### config.mk
export PLATFORM = sky130hd
export DESIGN_NAME = decode_queue
export DESIGN_NICKNAME = d
export VERILOG_FILES = /design/src/rtl/decode_queue_pkg.sv /design/src/rtl/decode_queue_decode.sv /design/src/rtl/decode_queue.sv
export SDC_FILE = /design/constraint.sdc
export NUM_CORES = 1
export LEC_CHECK = 0
export CORE_MARGIN = 1
export CORE_UTILIZATION = 54
export CTS_CLUSTER_DIAMETER = 30
export DETAILED_ROUTE_END_ITERATION = 10
export PLACE_DENSITY = 0.76
export SETUP_SLACK_MARGIN = 0.15
export SYNTH_ARGS = -nofsm -noshare
export SYNTH_HDL_FRONTEND = slang
export SYNTH_SLANG_ARGS = --single-unit
### constraint.sdc
create_clock -name clk_in -period 8.1 [get_ports clk_in]
set_clock_uncertainty 0.1 [all_clocks]
set_input_delay 0.81 -clock clk_in [delete_from_list [all_inputs] [get_ports clk_in]]
set_output_delay 0.81 -clock clk_in [all_outputs]
set_load 0.005 [all_outputs]
### src/rtl/decode_queue_pkg.sv
// Shared RV32I decode definitions: opcodes, instruction codes/classes and the
// queue entry layout used by the decoder and the decode queue.
package decode_queue_pkg;

    localparam int unsigned XLEN  = 32;
    localparam int unsigned REG_W = 5;

    localparam logic [6:0] OPC_LUI    = 7'b0110111;
    localparam logic [6:0] OPC_AUIPC  = 7'b0010111;
    localparam logic [6:0] OPC_JAL    = 7'b1101111;
    localparam logic [6:0] OPC_JALR   = 7'b1100111;
    localparam logic [6:0] OPC_BRANCH = 7'b1100011;
    localparam logic [6:0] OPC_LOAD   = 7'b0000011;
    localparam logic [6:0] OPC_STORE  = 7'b0100011;
    localparam logic [6:0] OPC_OP_IMM = 7'b0010011;
    localparam logic [6:0] OPC_OP     = 7'b0110011;
    localparam logic [6:0] OPC_FENCE  = 7'b0001111;
    localparam logic [6:0] OPC_SYSTEM = 7'b1110011;

    localparam logic [6:0] F7_ZERO = 7'b0000000;
    localparam logic [6:0] F7_ALT  = 7'b0100000;

    // Code 0 is reserved for illegal encodings.
    typedef enum logic [5:0] {
        IC_NONE = 6'd0,
        IC_LUI, IC_AUIPC, IC_JAL, IC_JALR,
        IC_BEQ, IC_BNE, IC_BLT, IC_BGE, IC_BLTU, IC_BGEU,
        IC_LB, IC_LH, IC_LW, IC_LBU, IC_LHU,
        IC_SB, IC_SH, IC_SW,
        IC_ADDI, IC_SLTI, IC_SLTIU, IC_XORI, IC_ORI, IC_ANDI,
        IC_SLLI, IC_SRLI, IC_SRAI,
        IC_ADD, IC_SUB, IC_SLL, IC_SLT, IC_SLTU, IC_XOR, IC_SRL, IC_SRA, IC_OR, IC_AND,
        IC_FENCE, IC_ECALL, IC_EBREAK
    } inst_code_e;

    // Class 0 is reserved for illegal encodings.
    typedef enum logic [2:0] {
        IT_NONE = 3'd0,
        IT_ALU  = 3'd1,
        IT_LD   = 3'd2,
        IT_ST   = 3'd3,
        IT_BRC  = 3'd4,
        IT_JMP  = 3'd5
    } inst_type_e;

    typedef struct packed {
        logic [XLEN-1:0]  pc;
        logic [REG_W-1:0] rd;
        logic [REG_W-1:0] rs1;
        logic [REG_W-1:0] rs2;
        logic             rd_en;
        logic [XLEN-1:0]  imm;
        inst_code_e       code;
        inst_type_e       itype;
        logic             illegal;
    } entry_t;

endpackage

### src/rtl/decode_queue_decode.sv
// rv32i_decode: purely combinational RV32I decoder.
// Ports: inst_in (raw instruction) -> code/class/immediate/register fields,
// rd write enable and illegal flag (all *_c, combinational).
module rv32i_decode
    import decode_queue_pkg::*;
(
    input  logic [XLEN-1:0]  inst_in,
    output inst_code_e       code_c,
    output inst_type_e       itype_c,
    output logic [XLEN-1:0]  imm_c,
    output logic [REG_W-1:0] rd_c,
    output logic [REG_W-1:0] rs1_c,
    output logic [REG_W-1:0] rs2_c,
    output logic             rd_en_c,
    output logic             illegal_c
);

    logic [6:0]      opcode_c;
    logic [2:0]      funct3_c;
    logic [6:0]      funct7_c;
    logic [XLEN-1:0] imm_i_c;
    logic [XLEN-1:0] imm_s_c;
    logic [XLEN-1:0] imm_b_c;
    logic [XLEN-1:0] imm_u_c;
    logic [XLEN-1:0] imm_j_c;
    logic [XLEN-1:0] imm_sh_c;

    assign opcode_c = inst_in[6:0];
    assign funct3_c = inst_in[14:12];
    assign funct7_c = inst_in[31:25];
    assign rd_c     = inst_in[11:7];
    assign rs1_c    = inst_in[19:15];
    assign rs2_c    = inst_in[24:20];

    // Immediate formats, sign-extended from inst[31].
    assign imm_i_c  = {{20{inst_in[31]}}, inst_in[31:20]};
    assign imm_s_c  = {{20{inst_in[31]}}, inst_in[31:25], inst_in[11:7]};
    assign imm_b_c  = {{19{inst_in[31]}}, inst_in[31], inst_in[7], inst_in[30:25], inst_in[11:8], 1'b0};
    assign imm_u_c  = {inst_in[31:12], 12'b0};
    assign imm_j_c  = {{11{inst_in[31]}}, inst_in[31], inst_in[19:12], inst_in[20], inst_in[30:21], 1'b0};
    assign imm_sh_c = {27'b0, inst_in[24:20]};

    // Code stays IC_NONE for any unlisted opcode/funct combination.
    always_comb begin
        code_c    = IC_NONE;
        itype_c   = IT_NONE;
        imm_c     = '0;
        illegal_c = 1'b0;
        rd_en_c   = 1'b0;
        case (opcode_c)
            OPC_LUI:   begin code_c = IC_LUI;   itype_c = IT_ALU; imm_c = imm_u_c; end
            OPC_AUIPC: begin code_c = IC_AUIPC; itype_c = IT_ALU; imm_c = imm_u_c; end
            OPC_JAL:   begin code_c = IC_JAL;   itype_c = IT_JMP; imm_c = imm_j_c; end
            OPC_JALR: begin
                itype_c = IT_JMP;
                imm_c   = imm_i_c;
                if (funct3_c == 3'b000) code_c = IC_JALR;
            end
            OPC_BRANCH: begin
                itype_c = IT_BRC;
                imm_c   = imm_b_c;
                case (funct3_c)
                    3'b000:  code_c = IC_BEQ;
                    3'b001:  code_c = IC_BNE;
                    3'b100:  code_c = IC_BLT;
                    3'b101:  code_c = IC_BGE;
                    3'b110:  code_c = IC_BLTU;
                    3'b111:  code_c = IC_BGEU;
                    default: code_c = IC_NONE;
                endcase
            end
            OPC_LOAD: begin
                itype_c = IT_LD;
                imm_c   = imm_i_c;
                case (funct3_c)
                    3'b000:  code_c = IC_LB;
                    3'b001:  code_c = IC_LH;
                    3'b010:  code_c = IC_LW;
                    3'b100:  code_c = IC_LBU;
                    3'b101:  code_c = IC_LHU;
                    default: code_c = IC_NONE;
                endcase
            end
            OPC_STORE: begin
                itype_c = IT_ST;
                imm_c   = imm_s_c;
                case (funct3_c)
                    3'b000:  code_c = IC_SB;
                    3'b001:  code_c = IC_SH;
                    3'b010:  code_c = IC_SW;
                    default: code_c = IC_NONE;
                endcase
            end
            OPC_OP_IMM: begin
                itype_c = IT_ALU;
                imm_c   = imm_i_c;
                case (funct3_c)
                    3'b000: code_c = IC_ADDI;
                    3'b010: code_c = IC_SLTI;
                    3'b011: code_c = IC_SLTIU;
                    3'b100: code_c = IC_XORI;
                    3'b110: code_c = IC_ORI;
                    3'b111: code_c = IC_ANDI;
                    3'b001: begin
                        imm_c = imm_sh_c;
                        if (funct7_c == F7_ZERO) code_c = IC_SLLI;
                    end
                    default: begin
                        imm_c = imm_sh_c;
                        if (funct7_c == F7_ZERO)     code_c = IC_SRLI;
                        else if (funct7_c == F7_ALT) code_c = IC_SRAI;
                    end
                endcase
            end
            OPC_OP: begin
                itype_c = IT_ALU;
                if (funct7_c == F7_ZERO) begin
                    case (funct3_c)
                        3'b000:  code_c = IC_ADD;
                        3'b001:  code_c = IC_SLL;
                        3'b010:  code_c = IC_SLT;
                        3'b011:  code_c = IC_SLTU;
                        3'b100:  code_c = IC_XOR;
                        3'b101:  code_c = IC_SRL;
                        3'b110:  code_c = IC_OR;
                        default: code_c = IC_AND;
                    endcase
                end else if (funct7_c == F7_ALT) begin
                    if (funct3_c == 3'b000)      code_c = IC_SUB;
                    else if (funct3_c == 3'b101) code_c = IC_SRA;
                end
            end
            OPC_FENCE: begin
                itype_c = IT_ALU;
                imm_c   = imm_i_c;
                if (funct3_c == 3'b000) code_c = IC_FENCE;
            end
            OPC_SYSTEM: begin
                itype_c = IT_ALU;
                imm_c   = imm_i_c;
                if (inst_in == 32'h0000_0073)      code_c = IC_ECALL;
                else if (inst_in == 32'h0010_0073) code_c = IC_EBREAK;
            end
            default: ;
        endcase

        // Illegal encodings carry no class, immediate or writeback.
        illegal_c = (code_c == IC_NONE);
        if (illegal_c) begin
            itype_c = IT_NONE;
            imm_c   = '0;
        end
        rd_en_c = !illegal_c && (itype_c != IT_ST) && (itype_c != IT_BRC) && (rd_c != '0);
    end

endmodule

### src/rtl/decode_queue.sv
// decode_queue: FIFO of decoded RV32I instructions between fetch and dispatch.
// Ports: clk_in/rst_n_in (async active-low), rdy_in global enable, flush_in,
// in_valid/in_ready/in_inst/in_pc push side, out_* head entry with
// out_valid/out_ready pop side, count occupancy.
module decode_queue
    import decode_queue_pkg::*;
#(
    parameter int unsigned DEPTH = 8,
    parameter int unsigned CNT_W = $clog2(DEPTH) + 1
) (
    input  logic             clk_in,
    input  logic             rst_n_in,
    input  logic             rdy_in,
    input  logic             flush_in,
    input  logic             in_valid,
    output logic             in_ready,
    input  logic [XLEN-1:0]  in_inst,
    input  logic [XLEN-1:0]  in_pc,
    output logic             out_valid,
    input  logic             out_ready,
    output logic [XLEN-1:0]  out_pc,
    output logic [REG_W-1:0] out_rd,
    output logic [REG_W-1:0] out_rs1,
    output logic [REG_W-1:0] out_rs2,
    output logic             out_rd_en,
    output logic [XLEN-1:0]  out_imm,
    output logic [5:0]       out_inst_code,
    output logic [2:0]       out_inst_type,
    output logic             out_illegal,
    output logic [CNT_W-1:0] count
);

    localparam int unsigned PTR_W = $clog2(DEPTH);

    inst_code_e       dec_code_c;
    inst_type_e       dec_itype_c;
    logic [XLEN-1:0]  dec_imm_c;
    logic [REG_W-1:0] dec_rd_c;
    logic [REG_W-1:0] dec_rs1_c;
    logic [REG_W-1:0] dec_rs2_c;
    logic             dec_rd_en_c;
    logic             dec_illegal_c;

    entry_t           entry_c;
    entry_t           head_c;
    entry_t           mem_q [DEPTH];
    logic [PTR_W-1:0] wr_ptr_q, wr_ptr_d;
    logic [PTR_W-1:0] rd_ptr_q, rd_ptr_d;
    logic [CNT_W-1:0] count_q, count_d;
    logic             push_c;
    logic             pop_c;

    rv32i_decode u_decode (
        .inst_in   (in_inst),
        .code_c    (dec_code_c),
        .itype_c   (dec_itype_c),
        .imm_c     (dec_imm_c),
        .rd_c      (dec_rd_c),
        .rs1_c     (dec_rs1_c),
        .rs2_c     (dec_rs2_c),
        .rd_en_c   (dec_rd_en_c),
        .illegal_c (dec_illegal_c)
    );

    assign entry_c = '{pc: in_pc, rd: dec_rd_c, rs1: dec_rs1_c, rs2: dec_rs2_c,
                       rd_en: dec_rd_en_c, imm: dec_imm_c, code: dec_code_c,
                       itype: dec_itype_c, illegal: dec_illegal_c};

    // Flow control derives only from registered occupancy.
    assign in_ready  = (count_q < CNT_W'(DEPTH));
    assign out_valid = (count_q != '0);
    assign push_c    = rdy_in && !flush_in && in_valid && in_ready;
    assign pop_c     = rdy_in && !flush_in && out_valid && out_ready;

    // Pointer and occupancy update; flush wins over push/pop.
    always_comb begin
        wr_ptr_d = wr_ptr_q;
        rd_ptr_d = rd_ptr_q;
        count_d  = count_q;
        if (rdy_in && flush_in) begin
            wr_ptr_d = '0;
            rd_ptr_d = '0;
            count_d  = '0;
        end else begin
            if (push_c) wr_ptr_d = wr_ptr_q + PTR_W'(1);
            if (pop_c)  rd_ptr_d = rd_ptr_q + PTR_W'(1);
            if (push_c && !pop_c)      count_d = count_q + CNT_W'(1);
            else if (pop_c && !push_c) count_d = count_q - CNT_W'(1);
        end
    end

    always_ff @(posedge clk_in or negedge rst_n_in) begin
        if (!rst_n_in) begin
            wr_ptr_q <= '0;
            rd_ptr_q <= '0;
            count_q  <= '0;
        end else begin
            wr_ptr_q <= wr_ptr_d;
            rd_ptr_q <= rd_ptr_d;
            count_q  <= count_d;
        end
    end

    // Entry storage needs no reset: it is only visible while out_valid=1.
    always_ff @(posedge clk_in) begin
        if (push_c) mem_q[wr_ptr_q] <= entry_c;
    end

    // Zero the outputs when empty so reset/flush read as all-zero.
    assign head_c = out_valid ? mem_q[rd_ptr_q] : '0;

    assign out_pc        = head_c.pc;
    assign out_rd        = head_c.rd;
    assign out_rs1       = head_c.rs1;
    assign out_rs2       = head_c.rs2;
    assign out_rd_en     = head_c.rd_en;
    assign out_imm       = head_c.imm;
    assign out_inst_code = head_c.code;
    assign out_inst_type = head_c.itype;
    assign out_illegal   = head_c.illegal;
    assign count         = count_q;

endmodule

==> results.md <==
- Slew HR: around 25%
- Core Area: approximately 0.053 mm^2
- Post-CTS sizing: 0
- Distinct cell type count of the synthesized netlist: 65
- Final Setup Violations: 0
- CTS tree: done
- Fin. Hold Viols: 0
- Setup_tns: 0 ns
- Post-DR wirelength/cell: ~27 um
- CTS buffer count: 130
- Largest area contributor in the netlist: edfxtp_1
- Max-slew violation count: 0
- Worst slew pin tran: between 1 and 1.5 ns
- Layout cells sized above 1: 24.53%
- Fin nets: ~1.8k
- GRT Overall Usage: 25.00%
- Die footprint: ~0.055 mm^2
- Root Buffer Master: clkbuf_16
- Initial Util: between 50% and 60%
- Power Density: about 340 mW/mm^2
- Asr flop ratio synth: roughly 1.4%
- Synth Net Count: between 1.5k and 2k
- Hold-fix buffers, CTS: 0
- Max-cap violations: 0
- Status: finished clean
- Clk sinks: 730
- Detailed Routing Iterations Pass 1: 5
- Cells after synthesis: around 1.5k
- Grt ovf: 0
- Worst EP arrival: about 3.9 ns
- Tcrit/Tclk final: roughly three fifths
- # rows: 84
- RSZ-0062 raised after global routing: false
- Seq/Total Area, Yosys: about 75%
- Worst min-delay path category: input port to asynchronous set/reset pin
- Via density per instance: around 6.1
- DRT iter0 DRCs: about 1.2k
- Clock power share: 43.7%
- I/O pin count: around 170
- # diodes: 0
- Leak pwr: between 10 and 15 nW
- Antenna-violating nets left: 0
- CTS H-Tree Depth: 4
- Flop pwr share: 35.7%
- Die Ht: around 230 um
- Fin area: around 0.036 mm^2
- Largest net degree at the start of global routing: ~120
- Critical Path RT: between 7 and 8 ns
- Clock period minus worst slack: approximately 4.8 ns
- Final wirelength: between 60 and 70 mm
- Critical Path Start Type: flop
- Via count: between 15k and 20k
- Kind of end point of the critical path: output port
- Avg Cell Area, Syn: approximately 20 um^2
- Int Pwr: slightly above 9 mW
- PortBufs: between 150 and 200
- Die X: around 230 um
- Area Overhead vs Synth: 23.69%
- Maximum VDD drop: between 0.2 and 0.25 mV
- Synthesized flop and latch total: between 700 and 800
- Synth Cell Area: roughly 0.029 mm^2
- Synth warn: 0
- First-pass GRT wire length: slightly below 100 mm
- Post-synth EDFFs: 720
- Sw Ratio: between 20% and 30%
- Clock slew at reported path FFs: about 0.050 ns
- Worst skew pair latency: 0.68 ns
- Post-synth top area share: between 70% and 80%
- Drc violations: 0
- Max Root-Sink Buffers: 3
- Gpl congestion: roughly 0.92
- Postcts setup bufs: 0
- Worst-path maximum fanout: roughly 110
- Vias in the first global route: around 16k
- Logic pwr share: 20.6%
- Ys flop type: edfxtp_1
- Achievable frequency: around 0.21 GHz
- Initial antenna violation count: 3
- Post-DP Area: 0.03169 mm^2
- Dominant cells by area after synthesis: edfxtp_1 (74%), mux4_2 (14%), mux2i_1 (3.1%)
- Detailed Place HPWL: approximately 34 mm
- Sw Pwr: 3.127 mW
- Crit Path Class: flop to output port
[path summary, 6_finish.rpt]
check | startpoint | to | slack, ns | depth (start not counted)
hold reg to reg | wr_ptr_q[0] | wr_ptr_q[0] | 0.54 | 2
max in group asynchronous | rst_n_in | rd_ptr_q[2] | 7.15 | 1
setup / recovery | rd_ptr_q[1] | out_imm[16] | 3.33 | 5
setup reg to reg | count[3] | count[3] | 3.72 | 13
min in group clk_in | wr_ptr_q[0] | wr_ptr_q[0] | 0.54 | 2
hold / removal | rst_n_in | count[1] | 0.37 | 1
[cells by family after synthesis]
logic type      after synthesis  share of synthesized area, %
flops                       730                         75.01
mux                         271                         17.03
simple gates                262                         4.321
buf+inv                      97                         1.296
compound gates               86                         1.922
fa+ha+maj                     6                        0.2746
xor+xnor                      5                        0.1502
[power groups by stage]
stage | sequential, mW | combinational (mW) | clock, mW
final | 4.36 | 2.52 | 5.33
after global routing | 4.37 | 2.71 | 5.57
after CTS | 4.36 | 2.57 | 5.40
after detailed placement | 4.43 | 2.54 | 0
after global placement | 4.42 | 2.51 | 0
after floorplan | 4.36 | 1.43 | 0
[routing by layer]
metal,track usage [%],part of all wire [%]
met4,9.435,2.7
met2,40.12,49
met5,0,0.051
met3,6.031,7.2
met1,33.46,41
[per-stage QoR]
step | util, % | cells | setup slack (ns) | hold WS, ns | power, mW
finish | 68.09 | 2490 | 3.333 | 0.3675 | 12.20
global route | 68.09 | 2490 | 3.080 | 0.3767 | 12.66
CTS | 68.09 | 2490 | 3.236 | 0.3494 | 12.33
detailed placement | 59.83 | 2251 | 3.275 | 0.5104 | 6.967
global placement | 59.83 | 2251 | 3.417 | 0.4852 | 6.932
floorplan | - | 1457 | 2.194 | 0.4144 | 5.789
[flip-flops by register name, summed over array words and instances (netlist names)]
| register | count |
|---|---|
| mem_q | 720 |
| rd_ptr_q | 3 |
| wr_ptr_q | 3 |
| count | 4 |
[cells in the final DEF, fill, tap and decap left out, drive strengths merged, types with 4 or more instances in the layout]
master	synthesis	layout
edfxtp	720	720
mux4	180	180
clkdlybuf4s50	0	165
clkbuf	41	139
nor2	131	131
mux2i	91	91
clkinv	0	52
nand2	51	51
a21oi	36	36
inv	16	33
buf	40	22
clkinvlp	0	16
bufinv	0	15
nor3	14	14
o21ai	10	10
dfrtp	10	10
nand2b	9	9
nand3	9	9
nor2b	8	8
a31oi	7	7
nand4	6	6
a22oi	6	6
nor4	6	6
and3	5	5
xor2	4	4
o22ai	4	4
ha	4	4
[critical path, stage by stage (launching register included)]
cell             delay [ns]
dfrtp_4                1.08
buf_12                 0.62
mux4_2                 0.33
mux2i_1                0.09
nor2_1                 0.37
clkdlybuf4s50_1        0.59
[layout make-up]
class	instances	area [um^2]
Multi-Input combinational cell	630	6983
Timing Repair Buffer	187	1904
Sequential cell	730	21880
Clock buffer	139	3329
Clock inverter	100	1046
Inverter	16	60.06
Tap cell	688	860.8
Fill cell	3326	16910
[synthesized netlist by cell type, drive strengths merged (3+ instances only)]
cell,count
edfxtp,720
mux4,180
nor2,131
mux2i,91
nand2,51
clkbuf,41
buf,40
a21oi,36
inv,16
nor3,14
dfrtp,10
o21ai,10
nand2b,9
nand3,9
nor2b,8
a31oi,7
a22oi,6
nand4,6
nor4,6
and3,5
ha,4
o22ai,4
xor2,4
a211oi,3
or2,3
or3b,3
or4,3
Power figures use the tool's default switching activity.
